[config.mk]
export PLATFORM = sky130hd
export DESIGN_NAME = vga_fb_arbiter_flat
export DESIGN_NICKNAME = d
export VERILOG_FILES = /design/src/rtl/vga_fb_arbiter_if.sv /design/src/rtl/vga_fb_arbiter.sv /design/src/flat_wrapper.sv
export SDC_FILE = /design/constraint.sdc
export NUM_CORES = 1
export LEC_CHECK = 0
export ABC_AREA = 1
export BUFFER_PORTS_ARGS = -buffer_cell sky130_fd_sc_hd__clkbuf_2
export CAP_MARGIN = 20
export CELL_PAD_IN_SITES_DETAIL_PLACEMENT = 1
export CELL_PAD_IN_SITES_GLOBAL_PLACEMENT = 2
export CORE_ASPECT_RATIO = 0.9
export CORE_MARGIN = 8
export CORE_UTILIZATION = 31
export CTS_CLUSTER_DIAMETER = 30
export DETAILED_ROUTE_END_ITERATION = 7
export GPL_TIMING_DRIVEN = 1
export PLACE_DENSITY_LB_ADDON = 0.1
export REMOVE_ABC_BUFFERS = 1
export SYNTH_ARGS = -nofsm -noshare
export SYNTH_HDL_FRONTEND = slang
export SYNTH_SLANG_ARGS = --single-unit
[constraint.sdc]
create_clock -name vga_clock -period 2 [get_ports vga_clock]
set_input_delay 0.1 -clock vga_clock [delete_from_list [all_inputs] [get_ports vga_clock]]
set_output_delay 0.1 -clock vga_clock [all_outputs]
set_load 0.02 [all_outputs]
[src/rtl/vga_fb_arbiter_if.sv]
// Writer-side handshake bundle for vga_fb_arbiter.
//   master : drawing/game-logic writer (drives wr_req/wr_addr/wr_data, sees wr_ready)
//   slave  : arbiter (sees the request, drives wr_ready)
// wr_addr is the linear pixel address y*640+x; wr_addr/wr_data must be held
// stable while wr_req is high until the cycle in which wr_ready is also high.
interface vga_fb_arbiter_if #(
  parameter int ADDR_W = 19,
  parameter int DATA_W = 8
);
  logic              wr_req;
  logic              wr_ready;
  logic [ADDR_W-1:0] wr_addr;
  logic [DATA_W-1:0] wr_data;

  modport master (output wr_req, output wr_addr, output wr_data, input wr_ready);
  modport slave  (input wr_req, input wr_addr, input wr_data, output wr_ready);
endinterface

[src/rtl/vga_fb_arbiter.sv]
// vga_fb_arbiter: shares one single-port synchronous framebuffer RAM between
// display scanout and a writer. Scanout owns the RAM during the prefetch
// window (LEAD cycles ahead of the active area); the writer is served in all
// other cycles through a valid/ready port.
//
// Ports:
//   vga_clock, rst_n   pixel clock, asynchronous active-low reset
//   hcount, vcount     timing generator counters
//   wr                 writer port (vga_fb_arbiter_if.slave): wr_req, wr_ready,
//                      wr_addr, wr_data; wr_ready is combinational
//   mem_addr/we/wdata  registered RAM command
//   mem_rdata          RAM read data, valid RAM_LAT cycles after mem_addr
//   pixel_out          registered pixel, aligned to hcount/vcount, 0 in blanking
//   frame_tick         one-cycle pulse after the edge at vcount==V_END, hcount==0
//   synced             scanout is frame-aligned (first vcount==0 seen)
//
// Optional build macro VGA_FB_VBLANK_ONLY_WRITE_EN: writes are accepted only
// during vertical blanking (tear-free drawing).
module vga_fb_arbiter #(
  parameter int DATA_W  = 8,
  parameter int ADDR_W  = 19,
  parameter int H_START = 144,
  parameter int H_END   = 784,
  parameter int V_START = 35,
  parameter int V_END   = 515,
  parameter int RAM_LAT = 1
) (
  input  logic              vga_clock,
  input  logic              rst_n,
  input  logic [9:0]        hcount,
  input  logic [9:0]        vcount,
  vga_fb_arbiter_if.slave   wr,
  output logic [ADDR_W-1:0] mem_addr,
  output logic              mem_we,
  output logic [DATA_W-1:0] mem_wdata,
  input  logic [DATA_W-1:0] mem_rdata,
  output logic [DATA_W-1:0] pixel_out,
  output logic              frame_tick,
  output logic              synced
);

  // One cycle to register the address, RAM_LAT in the RAM, one to register the pixel.
  localparam int LEAD   = RAM_LAT + 2;
  localparam int PIPE_W = LEAD - 1;

  localparam logic [9:0] F_H_LO = 10'(H_START - LEAD);
  localparam logic [9:0] F_H_HI = 10'(H_END - LEAD);
  localparam logic [9:0] V_LO   = 10'(V_START);
  localparam logic [9:0] V_HI   = 10'(V_END);

  typedef enum logic {UNSYNC, SYNC} sync_state_t;

  sync_state_t       state, state_nxt;
  logic              fetch;
  logic              wr_fire;
  logic [ADDR_W-1:0] rd_ptr;
  logic [PIPE_W-1:0] vld_pipe;

  always_ff @(posedge vga_clock or negedge rst_n) begin
    if (!rst_n) state <= UNSYNC;
    else        state <= state_nxt;
  end

  always_comb begin
    state_nxt = state;
    synced    = (state == SYNC);
    if (state == UNSYNC && vcount == '0) state_nxt = SYNC;
  end

  always_comb begin
    fetch = synced
         && (vcount >= V_LO)   && (vcount < V_HI)
         && (hcount >= F_H_LO) && (hcount < F_H_HI);
`ifdef VGA_FB_VBLANK_ONLY_WRITE_EN
    wr.wr_ready = rst_n && !fetch && ((vcount >= V_HI) || (vcount < V_LO));
`else
    wr.wr_ready = rst_n && !fetch;
`endif
    wr_fire = wr.wr_req && wr.wr_ready;
  end

  always_ff @(posedge vga_clock or negedge rst_n) begin
    if (!rst_n) begin
      mem_addr   <= '0;
      mem_we     <= 1'b0;
      mem_wdata  <= '0;
      rd_ptr     <= '0;
      vld_pipe   <= '0;
      pixel_out  <= '0;
      frame_tick <= 1'b0;
    end else begin
      // Shift form keeps the pipe legal when it is a single stage (RAM_LAT=0).
      vld_pipe   <= (vld_pipe << 1) | PIPE_W'(fetch);
      pixel_out  <= vld_pipe[PIPE_W-1] ? mem_rdata : '0;
      frame_tick <= (vcount == V_HI) && (hcount == '0);

      if (vcount == '0)  rd_ptr <= '0;
      else if (fetch)    rd_ptr <= rd_ptr + ADDR_W'(1);

      if (fetch) begin
        mem_addr <= rd_ptr;
        mem_we   <= 1'b0;
      end else if (wr_fire) begin
        mem_addr  <= wr.wr_addr;
        mem_wdata <= wr.wr_data;
        mem_we    <= 1'b1;
      end else begin
        mem_we <= 1'b0;
      end
    end
  end

endmodule

[src/flat_wrapper.sv]
// flat-port wrapper written by rule: the top's interface ports become plain ports
module vga_fb_arbiter_flat 
#(
  parameter int DATA_W  = 8,
  parameter int ADDR_W  = 19,
  parameter int H_START = 144,
  parameter int H_END   = 784,
  parameter int V_START = 35,
  parameter int V_END   = 515,
  parameter int RAM_LAT = 1
)
  (vga_clock, rst_n, hcount, vcount, mem_addr, mem_we, mem_wdata, mem_rdata, pixel_out, frame_tick, synced, wr_wr_req, wr_wr_addr, wr_wr_data, wr_wr_ready);
  vga_fb_arbiter_if #(.ADDR_W(ADDR_W), .DATA_W(DATA_W)) wr_i ();
  input  logic vga_clock;
  input  logic rst_n;
  input  logic [9:0] hcount;
  input  logic [9:0] vcount;
  output logic [ADDR_W-1:0] mem_addr;
  output logic mem_we;
  output logic [DATA_W-1:0] mem_wdata;
  input  logic [DATA_W-1:0] mem_rdata;
  output logic [DATA_W-1:0] pixel_out;
  output logic frame_tick;
  output logic synced;
  input wire logic [$bits(wr_i.wr_req)-1:0] wr_wr_req;
  input wire logic [$bits(wr_i.wr_addr)-1:0] wr_wr_addr;
  input wire logic [$bits(wr_i.wr_data)-1:0] wr_wr_data;
  output wire logic [$bits(wr_i.wr_ready)-1:0] wr_wr_ready;
  assign wr_i.wr_req = wr_wr_req;
  assign wr_i.wr_addr = wr_wr_addr;
  assign wr_i.wr_data = wr_wr_data;
  assign wr_wr_ready = wr_i.wr_ready;
  vga_fb_arbiter #(.DATA_W(DATA_W), .ADDR_W(ADDR_W), .H_START(H_START), .H_END(H_END), .V_START(V_START), .V_END(V_END), .RAM_LAT(RAM_LAT)) u_core (.vga_clock(vga_clock), .rst_n(rst_n), .hcount(hcount), .vcount(vcount), .wr(wr_i), .mem_addr(mem_addr), .mem_we(mem_we), .mem_wdata(mem_wdata), .mem_rdata(mem_rdata), .pixel_out(pixel_out), .frame_tick(frame_tick), .synced(synced));
endmodule
==> results of run 1 <==
[cell usage in the layout, fill, tap and decap left out, types with 3 or more instances in the layout]
| cell | instances |
|---|---|
| nor2_2 | 3 |
| nand2_1 | 158 |
| o211ai_2 | 10 |
| dfrtp_1 | 59 |
| xor2_1 | 13 |
| inv_2 | 6 |
| inv_1 | 29 |
| xnor2_1 | 3 |
| buf_4 | 9 |
| o211ai_1 | 9 |
| nand4_1 | 13 |
| dlygate4sd3_1 | 10 |
| clkbuf_2 | 95 |
| nor2_1 | 22 |
| clkbuf_16 | 9 |
| nand3b_1 | 11 |
| bufinv_16 | 3 |
| nand3_1 | 54 |
[worst max-delay path by stage]
stage,endpoint,start,cells past startpoint
finish,wr_wr_ready,u_core.synced$_DFFE_PN0P_,6
global route,wr_wr_ready,u_core.synced$_DFFE_PN0P_,6
CTS,wr_wr_ready,u_core.synced$_DFFE_PN0P_,6
detailed placement,u_core.mem_wdata[1]$_DFFE_PN0P_,vcount[9],10
global placement,wr_wr_ready,vcount[3],10
floorplan,u_core.rd_ptr[16]$_DFFE_PN0P_,hcount[4],11
[cell type report]
type / instances / area, um2 / area share, %
multi-input combinational: 314 / 1610 / 36.5
tap: 133 / 166 / 3.78
sequential: 59 / 1480 / 33.5
inverter: 36 / 135 / 3.07
timing repair buffer: 116 / 668 / 15.2
clock inverter: 6 / 113 / 2.56
clock buffer: 10 / 239 / 5.43
[routing by layer]
| metal | GRT usage (%) | wire length, um | share of wire [%] |
|---|---|---|---|
| met1 | 19.9 | 5140 | 50 |
| met2 | 24.1 | 4610 | 45 |
| met3 | 4.59 | 426 | 4.2 |
| met4 | 3.36 | 80 | 0.78 |
| met5 | 0 | 0 | 0 |
[power by group]
part | internal [mW] | leakage [nW] | switching [mW]
sequential | 1.36 | 0.764 | 0.133
clock | 1.25 | 0.173 | 0.562
combinational | 0.325 | 1.47 | 0.559
total | 2.93 | 2.41 | 1.26
[synth_stat cells, drive strengths merged]
cell type,n,area share [%]
nand3,56,8.6
or2,1,0.19
buf,22,4.5
nor2,26,3.3
nand4,13,2.4
nand2,160,18
nor4,2,0.37
dfrtp,59,44
ha,1,0.37
clkinv,1,0.11
xor2,13,3.4
nor3,3,0.59
a21oi,3,0.55
o21ai,3,0.78
nand3b,11,2.4
clkbuf,3,0.33
o211ai,19,5.7
xnor2,3,0.78
inv,35,3.9
[tightest hold or removal path, stage by stage]
cell	delay, ns
clkbuf_2	0.08
nand4_1	0.07
nand2_1	0.05
[through the flow]
step,hold slack [ns],util [%]
6_report,0.0167,41.1
5_1_grt,0.0104,41.1
4_1_cts,0.00254,41.1
3_5_place_dp,0.0923,36.9
3_3_place_gp,0.0970,36.9
2_1_floorplan,-0.196,-
[registers in the layout (all words and copies together), names as in the netlist]
register,cells
u_core.vld_pipe,2
u_core.synced,1
u_core.mem_we,1
u_core.rd_ptr,19
u_core.mem_addr,19
u_core.frame_tick,1
u_core.pixel_out,8
u_core.mem_wdata,8
[timing repair]
action | 4_1_cts | 5_1_grt
endpoints found under the hold margin | 18 | 0
setup endpoints to repair | 0 | 0
hold buffers | 10 | 0
[kinds of logic (layout without fill, tap and decap cells)]
kind of cell             Yosys count  in the layout
AO/OA/AOI/OAI                     25             25
XOR/XNOR                          16             16
adder cells (fa/ha/maj)            1              1
buffers and inverters             61            168
flip-flops                        59             59
AND/OR/NAND/NOR                  272            272
==> results.yml, run 1 <==
grt:
  grt_max_degree: 51
  grt_pass1_wl_um: 17700
  antenna_found_initial: 0
  grt_pass1_vias: 3447
  grt_use_total_pct: 15.1
  grt_overflow: 0
cts:
  clock_path_buffers: 2
  cts_tree: "yes"
  clk_latency_ns: 0.32
  clk_pin_slew_ns: 0.05
  htree_levels: 3
  cts_root_buf: "clkbuf_16"
  cts_sinks: 59
  numCtsBuffers: 9
  cts_resized: 0
  post_cts_buffers: 0
yosys:
  seq_area_frac_synth_pct: 43.6
  syn_area_mm2: 0.00338
  ys_seq_elements: 59
  synthCells: 434
  synth_top_family_by_area: "simple AND/OR/NAND/NOR gates"
  synth_xor_area_share_pct: 4.14
  synth_compound_area_share_pct: 7.03
  synth-simple-area-share_pct: 35.9
  yosys.area_share.adder_pct: 0.370
  synth.avg_cell_area_um2: 7.80
  muxShareOfSynthArea_pct: 0
  yosys_warnings: 0
  synth.distinct_cells: 32
floorplan:
  io_pins: 97
  die_w_um: 126
  core_area_mm2: 0.0107
  die_area_mm2: 0.0145
  start_util_pct: 31.6
  rows: 36
  die_h_um: 115
setup_path:
  r2r-end: "u_core.rd_ptr[14]$_DFFE_PN0P_"
  crit_type: "reg -> out"
  path_cells: "nand3_2 -> nor2_4 -> nand2_4 -> inv_2 -> nor2_1 -> clkbuf_2"
  cp_max_fo: 20
  r2r_cells: 7
  critPathRequiredTime_ns: 1.90
  regToRegStartpoint: "u_core.rd_ptr[1]$_DFFE_PN0P_"
  r2r_setup_slack_ns: 0.47
  arrival_ns: 1.60
  cp-start-kind: "flop"
  crit_slowest_cell: "dfrtp_1"
  end_kind: "output port"
  critPathMaxStageDelay_ns: 0.38
  crit_family: "buffers and inverters"
  path_buf_inv: 2
sta:
  finalSetupViolCount: 0
  rsz0062_at_grt: "no"
  skew_ns: 0.00275
  fmax_ghz: 0.590
  slew_headroom_pct: 54.0
  worstMarginPinSlew_ns: 0.690
  fin_crit_sh_pct: 84.8
  fin_crit_ns: 1.70
  setup_tns_ns: 0
  fin_ws_ns: 0.304
  hold_violations: 0
  final_max_slew_viol_count: 0
cells_and_area:
  drive_above_1_share_pct: 27.5
  fillers: 1335
  fin_area_mm2: 0.00440
  area_growth_pct: 30.2
  instances_no_fill: 674
  n_antenna_cell: 0
  nets: 595
routing:
  drc: 0
  dr.pass1.iters: 4
  ant_nets: 0
  wl_um: 10300
  drtIter0Drc: 135
  avgViaCountPerCell: 4.70
  vias: 3171
  wire_per_inst_um: 15.2
placement:
  hpwl_um: 7490
  place_congestion: 0.754
  dp.cells: 648
  portBuffers: 96
  place_ws_ns: 0.393
  placed_cell_area_mm2: 0.00395
min_path:
  hold_path.startpoint: "wr_wr_data[7]"
  hp-class: "in -> reg"
  hold_depth: 3
  hold_path_end: "u_core.mem_wdata[7]$_DFFE_PN0P_"
pwr:
  power.total_mw: 4.19
  p_leak_nw: 2.41
  vdd.ir_drop.worst_mv: 0.494
  p_per_area_mw_per_mm2: 951
job:
  drv_cap: 0
status:
  status: "complete, no violations"
Note: power is estimated with default switching activity, not from simulation.
==> run 2: changes to the inputs <==
CORE_UTILIZATION = 26   (was 31)
clock period = 1.45 ns   (was 2 ns; I/O delays follow)
==> run 2 against run 1 <==
Critical path depth unchanged; combinational power increased by 78%; clock power increased by 20%; sequential cell count unchanged; clock skew increased by 0.0016 ns; clock-buffer cell count decreased by 1; global-route usage decreased by 0.61 points; largest power group unchanged; cell count increased by 12%; worst setup slack got worse by 0.23 ns; utilization decreased by 2.3 points; non-clock buffer count increased by 49.
==> results.yml, run 2 (synthesized netlist as in run 1, its figures left out) <==
grt:
  antenna_found_initial: 0
  grt_pass1_wl_um: 19600
  grt_pass1_vias: 3764
  grt_use_total_pct: 14.5
  grt_max_degree: 40
  grt_overflow: 0
pwr:
  switching_share_pct: 32.7
  p_per_area_mw_per_mm2: 1180
  power.total_mw: 5.79
  vdd.ir_drop.worst_mv: 0.638
  pwr-share-comb_pct: 27.1
  p_int_mw: 3.89
  p_leak_nw: 2.67
  switchingPower_mw: 1.89
  clkPwrFrac_pct: 37.5
  seqPwrFrac_pct: 35.4
setup_path:
  arrival_ns: 1.30
  regToRegStartpoint: "u_core.rd_ptr[1]$_DFFE_PN0P_"
  critPathRequiredTime_ns: 1.38
  r2r_setup_slack_ns: 0.08
  startpoint: "u_core.synced$_DFFE_PN0P_"
  end_kind: "output port"
  cp-start-kind: "flop"
  cp_max_fo: 4
  crit_type: "reg -> out"
  r2r_cells: 7
  r2r-end: "u_core.rd_ptr[15]$_DFFE_PN0P_"
floorplan:
  die_area_mm2: 0.0169
  rows: 39
  die_h_um: 124
  start_util_pct: 26.7
  die_w_um: 136
  io_pins: 97
  core_area_mm2: 0.0127
sta:
  skew_ns: 0.00434
  worstMarginPinSlew_ns: 0.465
  setup_tns_ns: 0
  fin_crit_sh_pct: 94.7
  fin_crit_ns: 1.37
  final_max_slew_viol_count: 0
  rsz0062_at_grt: "yes"
  finalSetupViolCount: 0
  fmax_ghz: 0.728
  fin_ws_ns: 0.0765
  slew_headroom_pct: 69.0
  hold_violations: 0
job:
  drv_cap: 0
cells_and_area:
  layout.cells.most_common: "nand2_1"
  nets: 645
  fillers: 1527
  n_antenna_cell: 0
  drive_above_1_share_pct: 35.2
  fin_area_mm2: 0.00492
  final_cell_mix: "154 x nand2_1, 94 x clkbuf_2, 59 x dfrtp_1, 53 x nand3_1, 46 x buf_4"
  largest_registers: "u_core.mem_addr (19), u_core.rd_ptr (19)"
  area_growth_pct: 45.5
  finish.utilization_pct: 38.8
routing:
  dr.pass1.iters: 4
  wire_per_inst_um: 15.8
  drtIter0Drc: 160
  avgViaCountPerCell: 4.54
  ant_nets: 0
  wl_um: 11900
  drc: 0
  vias: 3430
cts:
  numCtsBuffers: 9
  cts_sinks: 59
  htree_levels: 3
  clock_path_buffers: 2
  clk_latency_ns: 0.34
  clk_pin_slew_ns: 0.06
  cts_root_buf: "clkbuf_16"
  cts_tree: "yes"
placement:
  placed_cell_area_mm2: 0.00428
  portBuffers: 96
  place_ws_ns: -0.128
  place_congestion: 0.732
  hpwl_um: 8750
min_path:
  hp-class: "in -> reg"
  hold_path.startpoint: "wr_wr_addr[15]"
  hold_depth: 5
  hold_path_end: "u_core.mem_addr[15]$_DFFE_PN0P_"
status:
  status: "complete, no violations"
run 2: cell types whose count changed in the layout (fill, tap and decap cells not counted), sizes merged, moves of 2 or more:
cell         previous run  this run
buf                    11        54
bufinv                  3         1
clkbuf                105       103
dlygate4sd3            10        17
run 2: cell type report:
type,count,area (um2),share of cell area [%]
multi-input combinational,315,1680,34.2
tap,164,205,4.17
timing repair buffer,165,1110,22.6
sequential,59,1480,30.0
clock inverter,7,77.6,1.58
inverter,36,143,2.90
clock buffer,9,225,4.57
run 2: worst max path at each step:
stage                                      end  slack, ns  cells after the start
2_1_floorplan    u_core.rd_ptr[16]$_DFFE_PN0P_      -0.50                     11
4_1_cts                            wr_wr_ready      -0.02                      6
3_5_place_dp   u_core.mem_addr[18]$_DFFE_PN0P_      -0.13                     11
3_3_place_gp    u_core.mem_addr[4]$_DFFE_PN0P_      -0.06                     11
5_1_grt          u_core.rd_ptr[18]$_DFFE_PN0P_      -0.03                      9
6_report                           wr_wr_ready       0.08                      6
run 2: power by group through the flow:
stage / registers (mW) / logic (mW) / clock network [mW]
3_3_place_gp: 2.06 / 1.38 / 0
4_1_cts: 2.04 / 1.50 / 2.25
6_report: 2.05 / 1.57 / 2.17
3_5_place_dp: 2.07 / 1.41 / 0
5_1_grt: 2.08 / 1.73 / 2.31
2_1_floorplan: 2.24 / 0.527 / 0
run 2: metrics by stage:
step | instances | hold WS [ns]
6_report | 755 | 0.0276
4_1_cts | 750 | 0.0122
3_3_place_gp | 711 | 0.202
3_5_place_dp | 711 | 0.203
2_1_floorplan | 409 | -0.223
5_1_grt | 755 | 0.0352
run 2: critical path: stages (launching register included):
cell	delay, ns
dfrtp_1	0.35
nand3_2	0.10
nor2_4	0.13
nand2_4	0.11
inv_8	0.09
nor2_2	0.04
buf_6	0.14
run 2: timing repair:
action                                  CTS  global route
gates cloned                              1             0
gates resized for setup                   5            22
pin swaps                                 0             5
endpoints found under the hold margin    75             0
endpoints found under the setup margin   10            24
hold buffers                             17             0
setup buffers                             5             5
run 2: layer usage:
metal  up-vias  share of wire (%)  track usage [%]
met3        10                4.8             3.75
met4         0               0.97             3.68
met1      1640                 47             18.5
li1       1710                  -                -
met2        70                 47             23.8
met5         -                  0                0
